[config.mk]
export PLATFORM = sky130hd
export DESIGN_NAME = mac_tx_fcs_ctrl
export DESIGN_NICKNAME = d
export VERILOG_FILES = /design/src/rtl/mac_pkg.sv /design/src/rtl/mac_lfsr.sv /design/src/rtl/mac_tx_fcs_ctrl.sv
export SDC_FILE = /design/constraint.sdc
export NUM_CORES = 1
export LEC_CHECK = 0
export CAP_MARGIN = 20
export CORE_MARGIN = 2
export CORE_UTILIZATION = 45
export DETAILED_ROUTE_END_ITERATION = 7
export PLACE_DENSITY = 0.74
export REMOVE_ABC_BUFFERS = 1
export SLEW_MARGIN = 15
export SYNTH_ARGS = -nofsm -noshare
export SYNTH_HDL_FRONTEND = slang
export SYNTH_HIERARCHICAL = 1
export SYNTH_SLANG_ARGS = --single-unit
[constraint.sdc]
create_clock -name clk -period 3.7 [get_ports clk]
set_input_delay 1.11 -clock clk [delete_from_list [all_inputs] [get_ports clk]]
set_output_delay 1.11 -clock clk [all_outputs]
set_load 0.1 [all_outputs]
[src/rtl/mac_pkg.sv]
// Shared MAC constants and the TX FCS sequencer state type.
package mac_pkg;

   localparam logic [31:0] CRC32_POLY    = 32'h04C11DB7;
   localparam logic [31:0] CRC32_INIT    = 32'hFFFFFFFF;
   localparam int          ETH_MIN_FRAME = 60;
   localparam int          ETH_IFG       = 12;

   typedef enum logic [2:0] {
      IDLE,
      PAYLOAD,
      PAD,
      FCS,
      IFG
   } fcs_state_t;

endpackage

[src/rtl/mac_lfsr.sv]
// Byte-wide Galois LFSR for CRC generation; lfsr_state_out includes the current data_in when data_valid_in is high.
module mac_lfsr #(
   parameter int                    LFSR_WIDTH = 32,
   parameter logic [LFSR_WIDTH-1:0] LFSR_POLY  = 32'h04C11DB7,
   parameter logic [LFSR_WIDTH-1:0] LFSR_INIT  = '1,
   parameter bit                    REVERSE    = 1'b1,
   parameter int                    DATA_WIDTH = 8
) (
   input  logic                  clk,
   input  logic                  rst,
   input  logic [DATA_WIDTH-1:0] data_in,
   input  logic                  data_valid_in,
   output logic [LFSR_WIDTH-1:0] lfsr_state_out
);

   function automatic logic [LFSR_WIDTH-1:0] reflect(input logic [LFSR_WIDTH-1:0] v);
      logic [LFSR_WIDTH-1:0] r;
      for (int i = 0; i < LFSR_WIDTH; i++) r[i] = v[LFSR_WIDTH-1-i];
      return r;
   endfunction

   localparam logic [LFSR_WIDTH-1:0] POLY_REV = reflect(LFSR_POLY);

   logic [LFSR_WIDTH-1:0] state_q;
   logic [LFSR_WIDTH-1:0] state_d;

   // Reflected mode shifts right and consumes data LSB first (Ethernet bit order).
   always_comb begin
      // NOTE: default first so every path assigns state_d and no latch is inferred.
      state_d = state_q;
      if (data_valid_in) begin
         for (int i = 0; i < DATA_WIDTH; i++) begin
            if (REVERSE)
               state_d = (state_d >> 1) ^ ({LFSR_WIDTH{state_d[0] ^ data_in[i]}} & POLY_REV);
            else
               state_d = (state_d << 1) ^
                         ({LFSR_WIDTH{state_d[LFSR_WIDTH-1] ^ data_in[DATA_WIDTH-1-i]}} & LFSR_POLY);
         end
      end
   end

   always_ff @(posedge clk) begin
      // NOTE: sequential state uses non-blocking assignments only.
      if (rst) state_q <= LFSR_INIT;
      else     state_q <= state_d;
   end

   assign lfsr_state_out = state_d;

endmodule

[src/rtl/mac_tx_fcs_ctrl.sv]
// Ethernet TX sequencer: passes payload, pads to minimum length, appends CRC-32 FCS, then enforces the IFG.
module mac_tx_fcs_ctrl
   import mac_pkg::*;
#(
   parameter int MIN_FRAME_LEN = ETH_MIN_FRAME,
   parameter int IFG_BYTES     = ETH_IFG,
   parameter int LEN_WIDTH     = 16
) (
   input  logic                 clk,
   input  logic                 rst,
   input  logic [7:0]           s_tdata,
   input  logic                 s_tvalid,
   output logic                 s_tready,
   input  logic                 s_tlast,
   input  logic                 s_tuser,
   output logic [7:0]           m_tdata,
   output logic                 m_tvalid,
   input  logic                 m_tready,
   output logic                 m_tlast,
   output logic                 m_tuser,
   output logic                 frame_done,
   output logic [LEN_WIDTH-1:0] frame_len
);

   localparam logic [LEN_WIDTH-1:0] MIN_LEN   = LEN_WIDTH'(MIN_FRAME_LEN);
   localparam int                   IFG_CNT_W = (IFG_BYTES > 1) ? $clog2(IFG_BYTES) : 1;
   // The IDLE cycle that accepts the next byte counts as the last gap cycle.
   localparam logic [IFG_CNT_W-1:0] IFG_LOAD  = IFG_CNT_W'((IFG_BYTES > 1) ? IFG_BYTES - 1 : 0);

   fcs_state_t           state, state_next;
   logic                 load, accept, data_load, fcs_load, fcs_cap, fcs_done, lfsr_rst;
   logic [LEN_WIDTH-1:0] len_cnt, len_new;
   logic [LEN_WIDTH:0]   len_sum;
   logic [31:0]          fcs_reg, lfsr_state;
   logic [1:0]           fcs_idx;
   logic [IFG_CNT_W-1:0] ifg_cnt;
   logic                 abort;

   assign load     = !m_tvalid || m_tready;
   assign s_tready = !rst && load && (state == IDLE || state == PAYLOAD);
   assign accept   = s_tvalid && s_tready;
   assign fcs_done = (state == FCS) && m_tvalid && m_tready && m_tlast;
   assign lfsr_rst = rst || fcs_done;
   assign len_sum  = {1'b0, len_cnt} + (LEN_WIDTH+1)'(4);

   always_comb begin
      len_new = (&len_cnt) ? len_cnt : len_cnt + 1'b1;
      if (state == IDLE) len_new = LEN_WIDTH'(1);
   end

   always_comb begin
      state_next = state;
      data_load  = 1'b0;
      fcs_load   = 1'b0;
      fcs_cap    = 1'b0;
      case (state)
         IDLE, PAYLOAD: begin
            if (accept) begin
               data_load  = 1'b1;
               state_next = PAYLOAD;
               if (s_tlast) begin
                  if (len_new < MIN_LEN) begin
                     state_next = PAD;
                  end else begin
                     state_next = FCS;
                     fcs_cap    = 1'b1;
                  end
               end
            end
         end
         PAD: begin
            if (load) begin
               data_load = 1'b1;
               if (len_new >= MIN_LEN) begin
                  state_next = FCS;
                  fcs_cap    = 1'b1;
               end
            end
         end
         FCS: begin
            fcs_load = load && !(m_tvalid && m_tlast);
            if (fcs_done) state_next = (IFG_BYTES > 1) ? IFG : IDLE;
         end
         IFG: begin
            if (ifg_cnt <= IFG_CNT_W'(1)) state_next = IDLE;
         end
         default: state_next = IDLE;
      endcase
   end

   always_ff @(posedge clk) begin
      if (rst) begin
         state      <= IDLE;
         m_tdata    <= '0;
         m_tvalid   <= 1'b0;
         m_tlast    <= 1'b0;
         m_tuser    <= 1'b0;
         frame_done <= 1'b0;
         frame_len  <= '0;
         len_cnt    <= '0;
         fcs_reg    <= '0;
         fcs_idx    <= '0;
         ifg_cnt    <= '0;
         abort      <= 1'b0;
      end else begin
         state      <= state_next;
         frame_done <= fcs_done;
         if (fcs_done) frame_len <= len_sum[LEN_WIDTH] ? '1 : len_sum[LEN_WIDTH-1:0];
         if (data_load) len_cnt <= len_new;
         if (accept && s_tlast) abort <= s_tuser;
         if (fcs_done) ifg_cnt <= IFG_LOAD;
         else if (state == IFG) ifg_cnt <= ifg_cnt - 1'b1;
         if (fcs_cap) begin
            fcs_reg <= ~lfsr_state;
            fcs_idx <= '0;
         end

         // Output register: m_* only change on a load, so stalls keep them stable.
         if (data_load) begin
            m_tdata  <= (state == PAD) ? 8'h00 : s_tdata;
            m_tvalid <= 1'b1;
            m_tlast  <= 1'b0;
            m_tuser  <= 1'b0;
         end else if (fcs_load) begin
            m_tdata  <= fcs_reg[{fcs_idx, 3'b000} +: 8];
            m_tvalid <= 1'b1;
            m_tlast  <= (fcs_idx == 2'd3);
            m_tuser  <= (fcs_idx == 2'd3) && abort;
            fcs_idx  <= fcs_idx + 1'b1;
         end else if (load) begin
            m_tvalid <= 1'b0;
            m_tlast  <= 1'b0;
            m_tuser  <= 1'b0;
         end
      end
   end

   mac_lfsr #(
      .LFSR_WIDTH (32),
      .LFSR_POLY  (CRC32_POLY),
      .LFSR_INIT  (CRC32_INIT),
      .REVERSE    (1'b1),
      .DATA_WIDTH (8)
   ) u_lfsr (
      .clk            (clk),
      .rst            (lfsr_rst),
      .data_in        ((state == PAD) ? 8'h00 : s_tdata),
      .data_valid_in  (data_load),
      .lfsr_state_out (lfsr_state)
   );

endmodule
==> out/metrics.cfg <==
[status]
outcome = completed

[clock_network]
cts_tree = built
root_buffer = clkbuf_16
cts_hold_buf = 0
cts_sinks = 118
cts_setup_buffers = 0
clk_pin_slew_ns = 0.05
htreeDepth = 4
clock_path_buffers = 2
numCtsBuffers = 17
cts_resized = 0
insertion_delay_ns = 0.41

[global_route]
overflow = 0
antenna_found_initial = 0
grt_pass1_wl_mm = 26.7
track_usage = 0.206
grt_max_degree = 80
grt_pass1_vias = 5278

[yosys]
yosysSeqAreaShare = 0.339
syn_avg_cell_area_um2 = 9.49
async_flop_share = 0
yosys_warnings = 6
netlist_instances = 735
synth_xor_area_frac = 0.160
synthMuxAreaShare = 0.102
synth-simple-area-share = 0.183
synth_compound_area_frac = 0.161
synth.distinct_cells = 62
synth-main-ff-cell = dfxtp_1
syn_area_um2 = 6970
synth_adder_area_share = 0.00897
synth_top_family_by_area = simple AND/OR/NAND/NOR gates
synth-edff-count = 0
ys_seq_elements = 118

[power]
p_total_mw = 5.61
cellLeakagePower_nw = 3.21
ir_drop_mv = 0.402
p_per_area_nw_per_um2 = 684

[worst_setup_path]
worstPathCellList = ha_1 > and4_1 > a41oi_4 > and3_1 > a31oi_1 > o31ai_4 > a31oi_4 > buf_12 > mux2_2
path_class = register to register
required_ns = 4.00
cpPeakStageDelay_ns = 0.52
cp_num_buf_inv = 1
startpoint_type = register
cp_top_family = compound AO/OA/AOI/OAI gates
critical-path-slowest-cell = dfxtp_1
end_kind = register
arrival_ns = 3.66
critPathMaxFanout = 16

[timing]
max_freq_mhz = 298
worst_slack_ns = 0.339
finalSetupTns_ns = 0
final.setup_skew_ns = 0.00782
fin_crit_sh = 0.908
relSlewSlack = 0.423
rsz0062_at_grt = false
tightest_slew_ns = 0.864
finalCriticalPeriod_ns = 3.36
finalSetupViolations = 0
finalHoldViolCount = 0
finalMaxSlewViolations = 0

[flow_run]
maxCapViolCount = 0

[placement]
gp_congestion = 0.935
dp_cells = 939
numPortBuffers = 42
dp_slack_ns = 0.127
dp_hpwl_mm = 11.0

[detailed_routing]
drt_wl_total_mm = 16.6
avgViaCountPerCell = 5.63
routedWlPerCell_um = 17.1
drtPass1Iterations = 5
route.antenna.remaining_nets = 0
vias = 5467
drt_iter0_drc = 428
drc_errors = 0

[final_layout]
antenna_cells = 0
nNetsFinal = 789
drive_gt1_frac = 0.204
synthToLayoutAreaGrowth_pct = 17.7
stdcell_count = 971
final_core_utilization = 0.542
final.fill_count = 1352

[floorplan]
coreArea_um2 = 15100
die_height_um = 128
fp.dieW_um = 128
dieArea_um2 = 16500
fp-row-count = 45
io_pins = 43
start_util = 0.460

[min_path]
min_path_type = register to register

==> synthesized netlist by cell type (9+ instances only) <==
cell type | number | share of area
nor3_1 | 14 | 0.010
a211oi_1 | 15 | 0.016
a211o_1 | 9 | 0.011
dfxtp_1 | 118 | 0.34
clkbuf_1 | 41 | 0.022
nor2_1 | 74 | 0.040
a22oi_1 | 14 | 0.015
nand4_1 | 10 | 0.0090
and3_1 | 10 | 0.0090
nand2_1 | 43 | 0.023
nand3_1 | 17 | 0.012
o211ai_1 | 13 | 0.014
nor2b_1 | 42 | 0.038
a21oi_1 | 48 | 0.034
mux2_4 | 28 | 0.060
xnor3_1 | 15 | 0.048
buf_2 | 9 | 0.0065
xnor2_1 | 44 | 0.055
mux2_2 | 9 | 0.015
and2_1 | 12 | 0.011
o21ai_0 | 30 | 0.022
a21o_1 | 9 | 0.0097
inv_1 | 10 | 0.0054
==> through the flow <==
| stage | hold WS (ns) | area [µm²] |
|---|---|---|
| 3_5_place_dp | 0.459 | 7580 |
| 6_report | 0.456 | 8200 |
| 3_3_place_gp | 0.446 | 7580 |
| 2_1_floorplan | 0.430 | 6690 |
| 5_1_grt | 0.488 | 8200 |
| 4_1_cts | 0.466 | 8200 |
==> path summary, 6_finish.rpt <==
check	from	to	slack, ns	cells after the start
worst max-delay path	len_cnt[2]$_SDFFE_PP0P_	fcs_reg[25]$_SDFFE_PP0P_	0.34	9
worst min-delay path	frame_len[8]$_SDFFE_PP0P_	frame_len[8]$_SDFFE_PP0P_	0.46	2
worst max register to register	len_cnt[2]$_SDFFE_PP0P_	fcs_reg[25]$_SDFFE_PP0P_	0.34	9
worst min register to register	frame_len[8]$_SDFFE_PP0P_	frame_len[8]$_SDFFE_PP0P_	0.46	2
==> cell usage in the layout, fill, tap and decap left out, types with 17 or more instances in the layout <==
cell       instances
a21oi_1           48
buf_4             60
clkbuf_16         17
dfxtp_1          118
mux2_4            28
nand2_1           43
nand3_1           17
nor2_1            74
nor2b_1           42
o21ai_0           30
xnor2_1           44
==> routing by layer <==
metal  vias up  track usage  wire, µm
met1      2624        0.251      7390
li1       2665            -         -
met4         0       0.0724       394
met5         -            0         0
met3        36       0.0486       707
met2       142        0.358      8110
==> power breakdown <==
group	leakage, nW	switching, mW	internal, mW
clock network	0.307	0.589	1.18
logic	1.95	1.14	1.21
registers	0.959	0.0980	1.40
total	3.21	1.83	3.78
==> final cells by class <==
| type | instances | area (µm²) | area share |
|---|---|---|---|
| flip-flops and latches | 118 | 2360 | 0.288 |
| well taps | 188 | 235 | 0.0287 |
| clock inverters | 9 | 148 | 0.0180 |
| multi-input cells | 547 | 4290 | 0.523 |
| inverters | 10 | 37.5 | 0.00458 |
| clock buffers | 23 | 478 | 0.0583 |
| repair buffers | 76 | 651 | 0.0793 |
==> worst register-to-register path, stage by stage, from the launching register on <==
cell and delay, ns:
dfxtp_1 0.52, ha_1 0.37, and4_1 0.35, a41oi_4 0.26
and3_1 0.30, a31oi_1 0.38, o31ai_4 0.15, a31oi_4 0.32
buf_12 0.23, mux2_2 0.37
==> cells by family after synthesis <==
logic type / Yosys count
flip-flops: 118
adder cells (fa/ha/maj): 5
buffers and inverters: 70
XOR/XNOR: 82
AND/OR/NAND/NOR: 250
AO/OA/AOI/OAI: 164
multiplexers: 46
No activity file was read; power rests on OpenSTA's default activity.
